[src/rtl/cl_bram_arb_pkg.sv]
// Shared types and constants for the CL BRAM AXI arbiter.
package cl_bram_arb_pkg;

  typedef enum logic [2:0] {
    ST_IDLE, ST_WADDR, ST_WRESP, ST_BRESP, ST_RADDR, ST_RDATA, ST_RRESP
  } arb_state_e;

  // slot index = {requester, is_read}
  localparam logic [1:0] SLOT_R0_WR = 2'd0;
  localparam logic [1:0] SLOT_R0_RD = 2'd1;
  localparam logic [1:0] SLOT_R1_WR = 2'd2;
  localparam logic [1:0] SLOT_R1_RD = 2'd3;

  localparam logic [2:0] AXI_SIZE_4B     = 3'b010;
  localparam logic [1:0] AXI_BURST_INCR  = 2'b01;
  localparam logic [1:0] AXI_RESP_SLVERR = 2'b10;

endpackage

[src/rtl/cl_rr_arb4.sv]
// Combinational 4-slot round-robin picker; search starts one past rr_ptr.
module cl_rr_arb4 (
  input  logic [3:0] pend,
  input  logic [1:0] rr_ptr,
  output logic       gnt_vld,
  output logic [1:0] gnt_idx
);

  logic [1:0] cand;

  // Walk from farthest to nearest so the nearest pending slot wins.
  always_comb begin
    gnt_vld = 1'b0;
    gnt_idx = rr_ptr;
    cand    = '0;
    for (int i = 4; i >= 1; i--) begin
      cand = rr_ptr + 2'(i);
      if (pend[cand]) begin
        gnt_vld = 1'b1;
        gnt_idx = cand;
      end
    end
  end

endmodule

[src/rtl/cl_bram_axi_arb.sv]
// Two AXI-Lite requesters onto one 64-bit AXI-4 BRAM port, one beat in flight.
// Optional response watchdog: define CL_BRAM_ARB_TIMEOUT_EN.
module cl_bram_axi_arb
  import cl_bram_arb_pkg::*;
#(
  parameter int         TIMEOUT_CYCLES = 1024,
  parameter logic [3:0] AWID_BASE      = 4'h0
) (
  input  logic              clk_main_a0,
  input  logic              rst_main,
  input  logic [1:0]        req_awvalid,
  output logic [1:0]        req_awready,
  input  logic [1:0][31:0]  req_awaddr,
  input  logic [1:0]        req_wvalid,
  output logic [1:0]        req_wready,
  input  logic [1:0][31:0]  req_wdata,
  input  logic [1:0][3:0]   req_wstrb,
  output logic [1:0]        req_bvalid,
  output logic [1:0][1:0]   req_bresp,
  input  logic [1:0]        req_bready,
  input  logic [1:0]        req_arvalid,
  output logic [1:0]        req_arready,
  input  logic [1:0][31:0]  req_araddr,
  output logic [1:0]        req_rvalid,
  output logic [1:0][31:0]  req_rdata,
  output logic [1:0][1:0]   req_rresp,
  input  logic [1:0]        req_rready,
  input  logic              rsta_busy,
  input  logic              rstb_busy,
  output logic [3:0]        s_axi_awid,
  output logic [31:0]       s_axi_awaddr,
  output logic [7:0]        s_axi_awlen,
  output logic [2:0]        s_axi_awsize,
  output logic [1:0]        s_axi_awburst,
  output logic              s_axi_awvalid,
  input  logic              s_axi_awready,
  output logic [63:0]       s_axi_wdata,
  output logic [7:0]        s_axi_wstrb,
  output logic              s_axi_wlast,
  output logic              s_axi_wvalid,
  input  logic              s_axi_wready,
  input  logic [3:0]        s_axi_bid,
  input  logic [1:0]        s_axi_bresp,
  input  logic              s_axi_bvalid,
  output logic              s_axi_bready,
  output logic [3:0]        s_axi_arid,
  output logic [31:0]       s_axi_araddr,
  output logic [7:0]        s_axi_arlen,
  output logic [2:0]        s_axi_arsize,
  output logic [1:0]        s_axi_arburst,
  output logic              s_axi_arvalid,
  input  logic              s_axi_arready,
  input  logic [3:0]        s_axi_rid,
  input  logic [63:0]       s_axi_rdata,
  input  logic [1:0]        s_axi_rresp,
  input  logic              s_axi_rlast,
  input  logic              s_axi_rvalid,
  output logic              s_axi_rready,
  output logic              err_timeout
);

  arb_state_e  state, state_nxt;
  logic [1:0]  rr_ptr, arb_idx, resp_q;
  logic [3:0]  pend;
  logic        arb_vld, can_gnt, gnt_rd, gnt_r;
  logic        gnt_q, hi_q, aw_pend, w_pend, ar_pend;
  logic        aw_done, w_done, tmo_fire, drain, drain_rd;
  logic [31:0] addr_q, rdata_q, gnt_addr;
  logic [63:0] wdata_q;
  logic [7:0]  wstrb_q;

  always_comb begin
    pend             = '0;
    pend[SLOT_R0_WR] = req_awvalid[0] & req_wvalid[0];
    pend[SLOT_R0_RD] = req_arvalid[0];
    pend[SLOT_R1_WR] = req_awvalid[1] & req_wvalid[1];
    pend[SLOT_R1_RD] = req_arvalid[1];
  end

  cl_rr_arb4 u_arb (.pend(pend), .rr_ptr(rr_ptr), .gnt_vld(arb_vld), .gnt_idx(arb_idx));

  assign can_gnt  = (state == ST_IDLE) & arb_vld & ~rsta_busy & ~rstb_busy & ~drain & ~rst_main;
  assign gnt_rd   = arb_idx[0];
  assign gnt_r    = arb_idx[1];
  assign gnt_addr = gnt_rd ? req_araddr[gnt_r] : req_awaddr[gnt_r];
  assign aw_done  = ~aw_pend | s_axi_awready;
  assign w_done   = ~w_pend | s_axi_wready;

  always_comb begin
    state_nxt = state;
    case (state)
      ST_IDLE:  if (can_gnt) state_nxt = gnt_rd ? ST_RADDR : ST_WADDR;
      ST_WADDR: if (aw_done & w_done) state_nxt = ST_WRESP;
                else if (tmo_fire)    state_nxt = ST_BRESP;
      ST_WRESP: if (s_axi_bvalid | tmo_fire) state_nxt = ST_BRESP;
      ST_BRESP: if (req_bready[gnt_q]) state_nxt = ST_IDLE;
      ST_RADDR: if (s_axi_arready)  state_nxt = ST_RDATA;
                else if (tmo_fire)  state_nxt = ST_RRESP;
      ST_RDATA: if (s_axi_rvalid | tmo_fire) state_nxt = ST_RRESP;
      ST_RRESP: if (req_rready[gnt_q]) state_nxt = ST_IDLE;
      default:  state_nxt = ST_IDLE;
    endcase
  end

  always_ff @(posedge clk_main_a0) begin
    if (rst_main) begin
      state   <= ST_IDLE;
      rr_ptr  <= 2'd3;
      gnt_q   <= 1'b0;
      hi_q    <= 1'b0;
      aw_pend <= 1'b0;
      w_pend  <= 1'b0;
      ar_pend <= 1'b0;
      addr_q  <= '0;
      wdata_q <= '0;
      wstrb_q <= '0;
      resp_q  <= '0;
      rdata_q <= '0;
    end else begin
      state <= state_nxt;
      if (aw_pend & s_axi_awready) aw_pend <= 1'b0;
      if (w_pend & s_axi_wready)   w_pend  <= 1'b0;
      if (ar_pend & s_axi_arready) ar_pend <= 1'b0;
      if (can_gnt) begin
        rr_ptr  <= arb_idx;
        gnt_q   <= gnt_r;
        addr_q  <= gnt_addr;
        hi_q    <= gnt_addr[2];
        aw_pend <= ~gnt_rd;
        w_pend  <= ~gnt_rd;
        ar_pend <= gnt_rd;
        wdata_q <= gnt_addr[2] ? {req_wdata[gnt_r], 32'h0} : {32'h0, req_wdata[gnt_r]};
        wstrb_q <= gnt_addr[2] ? {req_wstrb[gnt_r], 4'h0} : {4'h0, req_wstrb[gnt_r]};
      end
      if (tmo_fire) begin
        resp_q  <= AXI_RESP_SLVERR;
        rdata_q <= '0;
      end else if (state == ST_WRESP && s_axi_bvalid) begin
        resp_q  <= s_axi_bresp;
      end else if (state == ST_RDATA && s_axi_rvalid) begin
        resp_q  <= s_axi_rresp;
        rdata_q <= hi_q ? s_axi_rdata[63:32] : s_axi_rdata[31:0];
      end
    end
  end

  // Fixed fields are zeroed while their channel is idle so reset shows all-zero.
  assign s_axi_awvalid = aw_pend;
  assign s_axi_awid    = aw_pend ? AWID_BASE + 4'(gnt_q) : 4'h0;
  assign s_axi_awaddr  = addr_q;
  assign s_axi_awlen   = 8'h0;
  assign s_axi_awsize  = aw_pend ? AXI_SIZE_4B : 3'b0;
  assign s_axi_awburst = aw_pend ? AXI_BURST_INCR : 2'b0;
  assign s_axi_wvalid  = w_pend;
  assign s_axi_wdata   = wdata_q;
  assign s_axi_wstrb   = wstrb_q;
  assign s_axi_wlast   = w_pend;
  assign s_axi_arvalid = ar_pend;
  assign s_axi_arid    = ar_pend ? AWID_BASE + 4'(gnt_q) : 4'h0;
  assign s_axi_araddr  = addr_q;
  assign s_axi_arlen   = 8'h0;
  assign s_axi_arsize  = ar_pend ? AXI_SIZE_4B : 3'b0;
  assign s_axi_arburst = ar_pend ? AXI_BURST_INCR : 2'b0;
  assign s_axi_bready  = (state == ST_WRESP) | (drain & ~drain_rd);
  assign s_axi_rready  = (state == ST_RDATA) | (drain & drain_rd);

  for (genvar g = 0; g < 2; g++) begin : g_req
    assign req_awready[g] = can_gnt & ~gnt_rd & (gnt_r == 1'(g));
    assign req_wready[g]  = can_gnt & ~gnt_rd & (gnt_r == 1'(g));
    assign req_arready[g] = can_gnt &  gnt_rd & (gnt_r == 1'(g));
    assign req_bvalid[g]  = (state == ST_BRESP) & (gnt_q == 1'(g));
    assign req_bresp[g]   = req_bvalid[g] ? resp_q : 2'b0;
    assign req_rvalid[g]  = (state == ST_RRESP) & (gnt_q == 1'(g));
    assign req_rresp[g]   = req_rvalid[g] ? resp_q : 2'b0;
    assign req_rdata[g]   = req_rvalid[g] ? rdata_q : 32'h0;
  end

  logic unused_axi;
  assign unused_axi = ^{s_axi_bid, s_axi_rid, s_axi_rlast};

`ifdef CL_BRAM_ARB_TIMEOUT_EN
  localparam int CW = $clog2(TIMEOUT_CYCLES) + 2;
  logic [CW-1:0] tmo_cnt;
  logic          in_wait, at_lim, err_q;

  assign in_wait = state inside {ST_WADDR, ST_WRESP, ST_RADDR, ST_RDATA};
  assign at_lim  = tmo_cnt >= CW'(TIMEOUT_CYCLES - 1);
  // Fire only when the stage is not completing this very cycle.
  assign tmo_fire = at_lim & (((state == ST_WADDR) & ~(aw_done & w_done)) |
                              ((state == ST_WRESP) & ~s_axi_bvalid) |
                              ((state == ST_RADDR) & ~s_axi_arready) |
                              ((state == ST_RDATA) & ~s_axi_rvalid));

  always_ff @(posedge clk_main_a0) begin
    if (rst_main) begin
      tmo_cnt  <= '0;
      drain    <= 1'b0;
      drain_rd <= 1'b0;
      err_q    <= 1'b0;
    end else begin
      tmo_cnt <= in_wait ? tmo_cnt + 1'b1 : '0;
      if (tmo_fire) begin
        drain    <= 1'b1;
        drain_rd <= (state == ST_RADDR) | (state == ST_RDATA);
        err_q    <= 1'b1;
      end else if (drain & (drain_rd ? s_axi_rvalid : s_axi_bvalid)) begin
        drain    <= 1'b0;
      end
    end
  end

  assign err_timeout = err_q;
`else
  assign tmo_fire    = 1'b0;
  assign drain       = 1'b0;
  assign drain_rd    = 1'b0;
  assign err_timeout = 1'b0;

  logic unused_tmo;
  assign unused_tmo = (TIMEOUT_CYCLES > 0);
`endif

endmodule

[config.mk]
export PLATFORM = sky130hd
export DESIGN_NAME = cl_bram_axi_arb
export DESIGN_NICKNAME = d
export VERILOG_FILES = /design/src/rtl/cl_bram_arb_pkg.sv /design/src/rtl/cl_rr_arb4.sv /design/src/rtl/cl_bram_axi_arb.sv
export SDC_FILE = /design/constraint.sdc
export NUM_CORES = 1
export LEC_CHECK = 0
export CORE_AREA = 2 2 213 215
export CTS_CLUSTER_DIAMETER = 50
export CTS_CLUSTER_SIZE = 40
export DETAILED_ROUTE_END_ITERATION = 8
export DIE_AREA = 0 0 215 217
export GPL_ROUTABILITY_DRIVEN = 0
export SLEW_MARGIN = 20
export SYNTH_ARGS = -nofsm -noshare
export SYNTH_HDL_FRONTEND = slang
export SYNTH_HIERARCHICAL = 1
export SYNTH_SLANG_ARGS = --single-unit
[constraint.sdc]
create_clock -name clk_main_a0 -period 6 [get_ports clk_main_a0]
set_clock_uncertainty 0.15 [all_clocks]
set_input_delay 1.2 -clock clk_main_a0 [delete_from_list [all_inputs] [get_ports clk_main_a0]]
set_output_delay 1.2 -clock clk_main_a0 [all_outputs]
set_load 0.01 [all_outputs]
=== Yosys cells after proc, flatten, opt, wreduce, memory -nomap -nowiden ===
Index checks and enable logic that the tools add are counted.

* Magnitude comparators: 6
* Add/subtract/negate cells: 3
* Reduce and logical (&&, ||, !) cells: 9
* Equal/unequal tests: 13
* Bitwise logic cells: 31
* Muxes and demuxes: 60

{| class="wikitable"
|+ Operators by type and width
! kind !! count
|-
| 32-bit 2-to-1 mux || 10
|-
| 64-bit 2-to-1 mux || 1
|-
| 3-bit 2-to-1 mux || 8
|-
| 1-bit 2-to-1 mux || 22
|-
| 2-bit 2-to-1 mux || 11
|-
| 3-bit case mux with 7 select lines || 1
|-
| 1-bit AND || 20
|-
| 2-bit != test, second input constant || 7
|-
| 2-bit by 3-bit less-than comparator with 1-bit output, second input constant || 4
|-
| 3-bit equality test, second input constant || 3
|-
| 1-bit inverter || 9
|-
| 1-bit binary-select mux with 2-bit select || 4
|-
| 4-bit 2-to-1 mux || 2
|-
| 8-bit 2-to-1 mux || 1
|-
| 2-bit nonzero test || 4
|-
| 7-bit AND reduction || 1
|-
| 3-bit by 2-bit equality test with 1-bit output, second input constant || 2
|-
| 2-bit adder, second input constant || 2
|-
| 1-bit by 2-bit less-than comparator with 1-bit output, second input constant || 2
|-
| 3-bit by 1-bit equality test with 1-bit output, second input constant || 1
|-
| 3-bit logical NOT || 1
|-
| 2-bit by 1-bit adder with 2-bit output, second input constant || 1
|-
| 1-bit logical AND || 2
|-
| 1-bit OR || 2
|-
| 2-bit AND reduction || 1
|}

* Output and inout port bits: 259
* Input port bits: 296
* Bits in registers: 148
* Word-level logic and storage cells: 134

=== Depth between registers and ports, before layout ===
Gate-level depths: netlist of run 1.

* Depth after elaboration: 13
* Mapped depth: 10
* Depth with buffers taken out: 7

=== By module ===
Netlist of run 1, hierarchy kept.

{| class="wikitable"
|+ By module, submodules not included
! module !! area an instance (µm²) !! instances !! cells each
|-
| cl_bram_axi_arb || 7,668.6 || 1 || 816
|-
| cl_rr_arb4 || 82.6 || 1 || 14
|}

=== Least setup slack after synthesis of run 1 ===
Ideal clock, no wire load.

* Path kind: input-to-output
* From: in req_awvalid[0]
* To: out req_wready[0]
* Cell stages on the path: 9
* Required time: 4,650 ps
* Path slack: 1,641 ps
* Data arrival time: 3,009 ps
* Cells stage by stage: and2_1 a21oi_1 a31oi_1 a21oi_1 buf_6 buf_2 buf_1 nor4_1 buf_4

{| class="wikitable"
|+ RTL lines
! what !! line !! RTL
|-
| from (decl) || cl_bram_axi_arb.sv:11 || <nowiki>input logic [1:0] req_awvalid,</nowiki>
|-
| 1-bit AND (*) || cl_bram_axi_arb.sv:74 || <nowiki>pend[SLOT_R0_WR] = req_awvalid[0] & req_wvalid[0];</nowiki>
|-
| 1-bit binary-select mux with 2-bit select || cl_rr_arb4.sv:18 || <nowiki>if (pend[cand]) begin</nowiki>
|-
| 1-bit 2-to-1 mux (not written as such) || cl_rr_arb4.sv:18 ||
|-
| 2-bit 2-to-1 mux (2 in a row) || cl_rr_arb4.sv:18 ||
|-
| 2-bit 2-to-1 mux (*) || cl_rr_arb4.sv:18 ||
|-
| via arb_idx[1] || cl_bram_axi_arb.sv:63 || <nowiki>logic [1:0] rr_ptr, arb_idx, resp_q;</nowiki>
|-
| 1-bit inverter (*) || -- ||
|-
| 1-bit AND (*) || -- ||
|-
| to (decl) || cl_bram_axi_arb.sv:15 || <nowiki>output logic [1:0] req_wready,</nowiki>
|}

The timed path passes the listed nets; every way through them passes the cells marked *. The select of a mux whose other input is x is not followed.

=== Worst setup path after layout of run 1 ===
* From: in req_awvalid[0]
* To: out req_awready[0]

* Longest elaborated chain between the ends: 13

{| class="wikitable"
|+ RTL lines
! what !! line !! RTL
|-
| 1-bit AND (*) || cl_bram_axi_arb.sv:74 ||
|-
| via pend[0] || cl_bram_axi_arb.sv:64 || <nowiki>logic [3:0] pend;</nowiki>
|-
| 1-bit binary-select mux with 2-bit select || cl_rr_arb4.sv:18 ||
|-
| 1-bit 2-to-1 mux (not written as such) || cl_rr_arb4.sv:18 ||
|-
| 1-bit 2-to-1 mux (3 in a row) || cl_rr_arb4.sv:18 ||
|-
| 1-bit 2-to-1 mux (*) || cl_rr_arb4.sv:18 ||
|-
| via arb_vld || cl_bram_axi_arb.sv:65 || <nowiki>logic arb_vld, can_gnt, gnt_rd, gnt_r;</nowiki>
|-
| 1-bit AND (*) (4 in a row) || cl_bram_axi_arb.sv:82 || <nowiki>assign can_gnt = (state == ST_IDLE) & arb_vld & ~rsta_busy & ~rstb_busy & ~drain & ~rst_main;</nowiki>
|-
| 1-bit AND (*) (2 in a row) || cl_bram_axi_arb.sv:168 || <nowiki>assign req_awready[g] = can_gnt & ~gnt_rd & (gnt_r == 1'(g));</nowiki>
|-
| to (decl) || cl_bram_axi_arb.sv:12 || <nowiki>output logic [1:0] req_awready,</nowiki>
|}

Marks and branches as above.

==> results of run 1 <==
==> final timing paths <==
| check | endpoint | start | cells past startpoint |
|---|---|---|---|
| hold reg to reg | s_axi_wdata[28]$_SDFFE_PP0P_ | s_axi_wdata[28]$_SDFFE_PP0P_ | 2 |
| setup / recovery | req_awready[0] | req_awvalid[0] | 7 |
| hold / removal | s_axi_wdata[28]$_SDFFE_PP0P_ | s_axi_wdata[28]$_SDFFE_PP0P_ | 2 |
| setup reg to reg | s_axi_wdata[27]$_SDFFE_PP0P_ | rr_ptr[1]$_SDFFE_PP1P_ | 8 |
==> final cells by class <==
type / instances / area share, %
multi-input cells: 568 / 29.8
flip-flops and latches: 147 / 21.5
repair buffers: 531 / 38.6
clock buffers: 18 / 3.21
inverters: 4 / 0.110
clock inverters: 13 / 1.27
well taps: 600 / 5.48
==> stage by stage <==
step,hold WS (ns),utilization [%],cells
global route,0.339,30.6,1881
detailed placement,0.294,29.3,1850
CTS,0.307,30.6,1881
global placement,0.289,29.3,1850
floorplan,0.307,-,858
finish,0.298,30.6,1881
==> kinds of logic (layout without fill, tap and decap cells) <==
group / count (synthesis) / in the layout / synth area share, %
AND/OR/NAND/NOR: 275 / 275 / 17.6
multiplexers: 101 / 101 / 18.2
AO/OA/AOI/OAI: 163 / 163 / 15.0
buffers and inverters: 143 / 566 / 11.1
other: 1 / 29 / 0.0484
flip-flops: 147 / 147 / 38.0
==> cells in the final DEF (no fill, tap or decap), drive strengths merged, types with 13 or more instances in the layout <==
cell	n
a211oi	32
a21oi	44
a22o	62
and2	79
buf	16
clkbuf	18
clkdlybuf4s50	515
conb	29
dfxtp	147
mux2i	69
mux4	32
nand2	88
nor2	74
o21ai	13
==> critical path: cells and delay by family <==
kind | cells | cell delay, ns
simple gates | 5 | 1.65
buf+inv | 2 | 1.13
==> sequential cells by signal, indices dropped and copies added, names as in the netlist <==
name / count
s_axi_wdata: 64
s_axi_awvalid: 1
s_axi_arvalid: 1
s_axi_wstrb: 8
s_axi_wlast: 1
state: 3
s_axi_araddr: 32
rr_ptr: 2
gnt_q: 1
rdata_q: 32
resp_q: 2
==> Yosys cell counts, types with 2 or more instances <==
cell type	n	share of area, %
and2_1	79	6.4
nand2b_1	3	0.24
o2bb2ai_1	2	0.23
nand2_1	88	4.3
o21ai_0	11	0.71
buf_6	5	0.73
nor2_1	73	3.5
a211oi_1	32	3.1
a22o_1	62	7.0
nor3b_1	3	0.29
buf_2	23	1.5
o21ai_1	2	0.13
a21oi_1	44	2.8
a22oi_1	2	0.19
nor4bb_1	3	0.39
buf_4	69	6.7
nor2b_1	4	0.32
clkbuf_1	38	1.8
inv_1	4	0.19
mux2i_1	69	8.9
nor4b_1	3	0.34
buf_1	4	0.19
dfxtp_1	147	38
mux4_2	32	9.3
and3_1	4	0.32
nor3_1	2	0.13
==> routing by layer <==
| layer | part of all wire [%] | vias to the layer above | routed length, um |
|---|---|---|---|
| met3 | 8.4 | 24 | 2730 |
| met2 | 47 | 340 | 15400 |
| li1 | - | 3709 | - |
| met1 | 43 | 3684 | 14000 |
| met5 | 0.067 | - | 22 |
| met4 | 1.4 | 4 | 442 |
==> power groups by stage <==
stage	sequential (uW)	combinational [uW]	clock [uW]
after CTS	1050	679	1190
after global routing	1050	718	1230
after detailed placement	1070	676	0
after floorplan	1070	331	0
after global placement	1070	671	0
final	1050	669	1140
==> impl_metrics.yaml, run 1 <==
run_status:
  outcome: "completed"
die:
  start_util_pct: 17.3
  die_w_um: 215
  core_sq_um: 44700
  die_h_um: 217
  row_count: 78
  ios: 555
  die-area_sq_um: 46700
worst_setup_path:
  rrSetupSlack_ns: 2.92
  cpPeakStageDelay_ns: 0.73
  crit_path_top_delay_cell: "nor4_1"
  path_cells: "clkdlybuf4s50_1, and2_1, or4_1, nor4b_2, nand2_2, nor4_1, clkdlybuf4s50_1"
  cp-start-kind: "primary input"
  required_ns: 4.65
  crit_fanout: 9
  cp.arrival_ns: 3.99
  cpMostUsedCell: "clkdlybuf4s50_1"
  crit_path_end_kind: "output pin"
  crit_type: "in -> out"
drt:
  wl_um: 32600
  vias: 7761
  drt.antenna.violating_nets: 0
  drtIter0Drc: 401
  via_per_inst: 4.13
  first_pass_iters: 5
  wl_per_cell_um: 17.4
  drt_drc_violations_left: 0
power:
  power.internal_uw: 2070
  power_density_nw_per_um2: 209
  power_frac_clock_pct: 40.0
  power.switching_uw: 787
  p_leak_uw: 0.00488
  total_power_uw: 2860
  seq_power_share_pct: 36.6
  max-vdd-ir-drop_mv: 0.117
  switching_share_pct: 27.5
  combPwrFrac_pct: 23.4
synth:
  ys_seq_area_share_pct: 38.0
  avgSynthCellArea_sq_um: 9.34
  async_reset_ff_share_pct: 0
  synth.distinct_cells: 48
  yosysWarnings: 6
  synth_top_flop_cell: "dfxtp_1"
  synthesis.area_sq_um: 7750
  syn_inst: 830
  synth_edf_count: 0
  ys_ff_latch: 147
layout:
  fin_area_sq_um: 13700
  drive_gt1_share_pct: 7.10
  layout.nets: 1565
  regArea_sq_um: 2940
  n_antenna_cell: 0
  fillers: 4733
  synthToLayoutAreaGrowth_pct: 76.7
  multi_input_area_sq_um: 4090
timing:
  period_minus_slack_ns: 5.34
  rsz0062_at_grt: "no"
  max_freq_ghz: 0.187
  drv_slew: 0
  max-slew-margin-rel_pct: 41.0
  fin_tns_setup_ns: 0
  setup_viol: 0
  tightestPinTransition_ns: 0.877
  timing.final.ws_setup_ns: 0.656
  period_share_pct: 89.1
  finalHoldViolCount: 0
clock_network:
  cts.sinks: 147
  cts_setup_buffers: 0
  clk_latency_ns: 0.44
  htreeDepth: 4
  clkTransAtPathRegs_ns: 0.07
  cts-root-buf: "clkbuf_16"
  cts_buffer_depth: 2
  cts_inserted_buffers: 17
  post_cts_resized: 0
  cts_tree: "done"
  hold_buffers: 0
global_route:
  grt_usage_pct: 13.4
  gr-usage-met3_pct: 4.47
  grt_start_max_net_pins: 69
  grt_pass1_vias: 7515
  grt_pass1_wl_um: 47500
  grt_util_met2_pct: 21.6
  antenna_found_initial: 3
  globalRoute.totalOverflow: 0
  top_usage_layer: "met2"
  met1_usage_pct: 17.0
placement:
  dp_slack_ns: 0.619
  io_buffer_count: 516
  place_hpwl_um: 25400
  placed_area_sq_um: 13100
worst_hold_path:
  worst_hold_path_type: "reg -> reg"
run:
  cap_violations: 0
(Power assumes the default switching activity.)
==> inputs of run 2 (changes only) <==
--- a/config.mk
+++ b/config.mk
@@ -5,11 +5,11 @@
 export SDC_FILE = /design/constraint.sdc
 export NUM_CORES = 1
 export LEC_CHECK = 0
-export CORE_AREA = 2 2 213 215
+export CORE_AREA = 3 3 214 216
 export CTS_CLUSTER_DIAMETER = 50
 export CTS_CLUSTER_SIZE = 40
 export DETAILED_ROUTE_END_ITERATION = 8
-export DIE_AREA = 0 0 215 217
+export DIE_AREA = 0 0 217 219
 export GPL_ROUTABILITY_DRIVEN = 0
 export SLEW_MARGIN = 20
 export SYNTH_ARGS = -nofsm -noshare
==> run 2 against run 1 <==
Die area grew 1.9%. Utilization grew 0.24 points. Non-clock buffer count shrank 2. Critical endpoint unchanged. Worst hold slack gained 0.0055 ns. Critical path depth grew 1. Sequential power is essentially flat. Cell area shrank 0.51%. Largest cell class unchanged. Total power shrank 2.0%. Wire length grew 1.4%. Final cell count shrank 0.48%. First-iteration DRC count grew 3.5%. Register-to-register slack is essentially flat.
==> impl_metrics.yaml, run 2 (synthesis gave the netlist of run 1 again) <==
power:
  power_density_nw_per_um2: 205
  seq_power_share_pct: 37.4
  switching_share_pct: 27.9
  power.internal_uw: 2020
  p_leak_uw: 0.00485
  combPwrFrac_pct: 23.7
  power.switching_uw: 782
  max-vdd-ir-drop_mv: 0.162
  power_frac_clock_pct: 39.0
global_route:
  globalRoute.totalOverflow: 0
  top_usage_layer: "met2"
  grt_start_max_net_pins: 71
  met1_usage_pct: 16.2
  gr-usage-met3_pct: 4.33
  grt_pass1_wl_um: 47600
  grt_usage_pct: 13.1
  antenna_found_initial: 0
  grt_util_met2_pct: 21.8
  grt_pass1_vias: 7617
worst_setup_path:
  crit_fanout: 19
  cp-start-kind: "primary input"
  cpPeakStageDelay_ns: 0.66
  crit_path_top_delay_cell: "clkdlybuf4s50_1"
  r2r_cells: 6
  cpMostUsedCell: "clkdlybuf4s50_1"
  path_cells: "clkdlybuf4s50_1, and2_1, or4_1, nor4b_2, nand2_2, buf_4, nor4_1, clkdlybuf4s50_1"
  required_ns: 4.65
  cp.arrival_ns: 3.77
  r2r-start: "rr_ptr[1]$_SDFFE_PP1P_"
  rr_endpoint: "s_axi_wdata[28]$_SDFFE_PP0P_"
  rrSetupSlack_ns: 2.91
  crit_type: "in -> out"
  crit_path_end_kind: "output pin"
drt:
  via_per_inst: 4.14
  drt_drc_violations_left: 0
  drtIter0Drc: 415
  drt.antenna.violating_nets: 0
  wl_per_cell_um: 17.7
  vias: 7758
  wl_um: 33100
  first_pass_iters: 4
layout:
  fillers: 4665
  drive_gt1_share_pct: 6.88
  layout.nets: 1563
  largest_register_ffs: 64
  n_antenna_cell: 0
  final_common_cell: "clkdlybuf4s50_1"
  final_cell_mix: "clkdlybuf4s50_1, dfxtp_1, nand2_1, and2_1, nor2_1"
  synthToLayoutAreaGrowth_pct: 75.8
clock_network:
  cts-root-buf: "clkbuf_16"
  hold_buffers: 0
  clk_latency_ns: 0.43
  post_cts_resized: 0
  cts_tree: "done"
  clkTransAtPathRegs_ns: 0.06
  cts.sinks: 147
  cts_inserted_buffers: 17
  cts_buffer_depth: 2
  cts_setup_buffers: 0
  htreeDepth: 4
die:
  core_sq_um: 44100
  die_w_um: 217
  start_util_pct: 17.6
  die-area_sq_um: 47500
  ios: 555
  die_h_um: 219
  row_count: 77
timing:
  tightestPinTransition_ns: 0.869
  rsz0062_at_grt: "no"
  max_freq_ghz: 0.195
  fin_tns_setup_ns: 0
  period_share_pct: 85.3
  period_minus_slack_ns: 5.12
  setup_viol: 0
  drv_slew: 0
  max-slew-margin-rel_pct: 42.1
  timing.final.ws_setup_ns: 0.881
  finalHoldViolCount: 0
placement:
  io_buffer_count: 516
  place_hpwl_um: 25900
  dp_slack_ns: 0.898
worst_hold_path:
  min_path_cells: 2
  worst_hold_path_type: "reg -> reg"
  hp-start: "s_axi_wdata[30]$_SDFFE_PP0P_"
  min_to: "s_axi_wdata[30]$_SDFFE_PP0P_"
run:
  cap_violations: 0
run_status:
  outcome: "completed"
[run 2: worst max-delay path by stage]
stage                        start             end  slack, ns  cells past startpoint
floorplan           req_awvalid[0]   req_wready[0]       1.64                      9
global placement     req_wvalid[1]  req_awready[0]       0.94                      8
detailed placement   req_wvalid[1]  req_awready[0]       0.90                      8
CTS                  req_wvalid[1]  req_awready[0]       0.87                      8
global route         req_wvalid[1]  req_awready[0]       0.72                      8
finish               req_wvalid[1]  req_awready[0]       0.88                      8
[run 2: layer usage]
layer | wire [um] | part of all wire, %
met5 | 0 | 0
met4 | 493 | 1.5
met3 | 2690 | 8.1
met2 | 16200 | 49
met1 | 13700 | 41
[run 2: cell type report]
cell class | instances | area, sq um | share of cell area, %
timing repair buffer | 529 | 5260 | 38.6
multi-input combinational | 568 | 4090 | 30.0
sequential | 147 | 2940 | 21.6
tap | 592 | 741 | 5.44
clock buffer | 19 | 433 | 3.18
clock inverter | 13 | 148 | 1.08
inverter | 4 | 15.0 | 0.110
[run 2: worst max-delay path, delay by kind of cell]
kind / cells / cell delay (ns)
buf+inv: 3 / 1.44
simple gates: 5 / 1.13
[run 2: power by group through the flow]
| stage | clock (uW) | sequential (uW) | combinational (uW) |
|---|---|---|---|
| after floorplan | 0 | 1070 | 331 |
| after global placement | 0 | 1070 | 664 |
| after detailed placement | 0 | 1070 | 667 |
| after CTS | 1130 | 1050 | 669 |
| after global routing | 1170 | 1050 | 710 |
| final | 1090 | 1050 | 662 |
[run 2: metrics by stage]
step	instances	cell area [sq um]	utilization, %	hold slack (ns)	total power, uW
final	1872	13600	30.9	0.304	2800
after global routing	1872	13600	30.9	0.347	2930
after CTS	1872	13600	30.9	0.313	2850
after detailed placement	1840	13000	29.6	0.298	1740
after global placement	1840	13000	29.6	0.287	1730
after floorplan	858	7860	-	0.307	1400
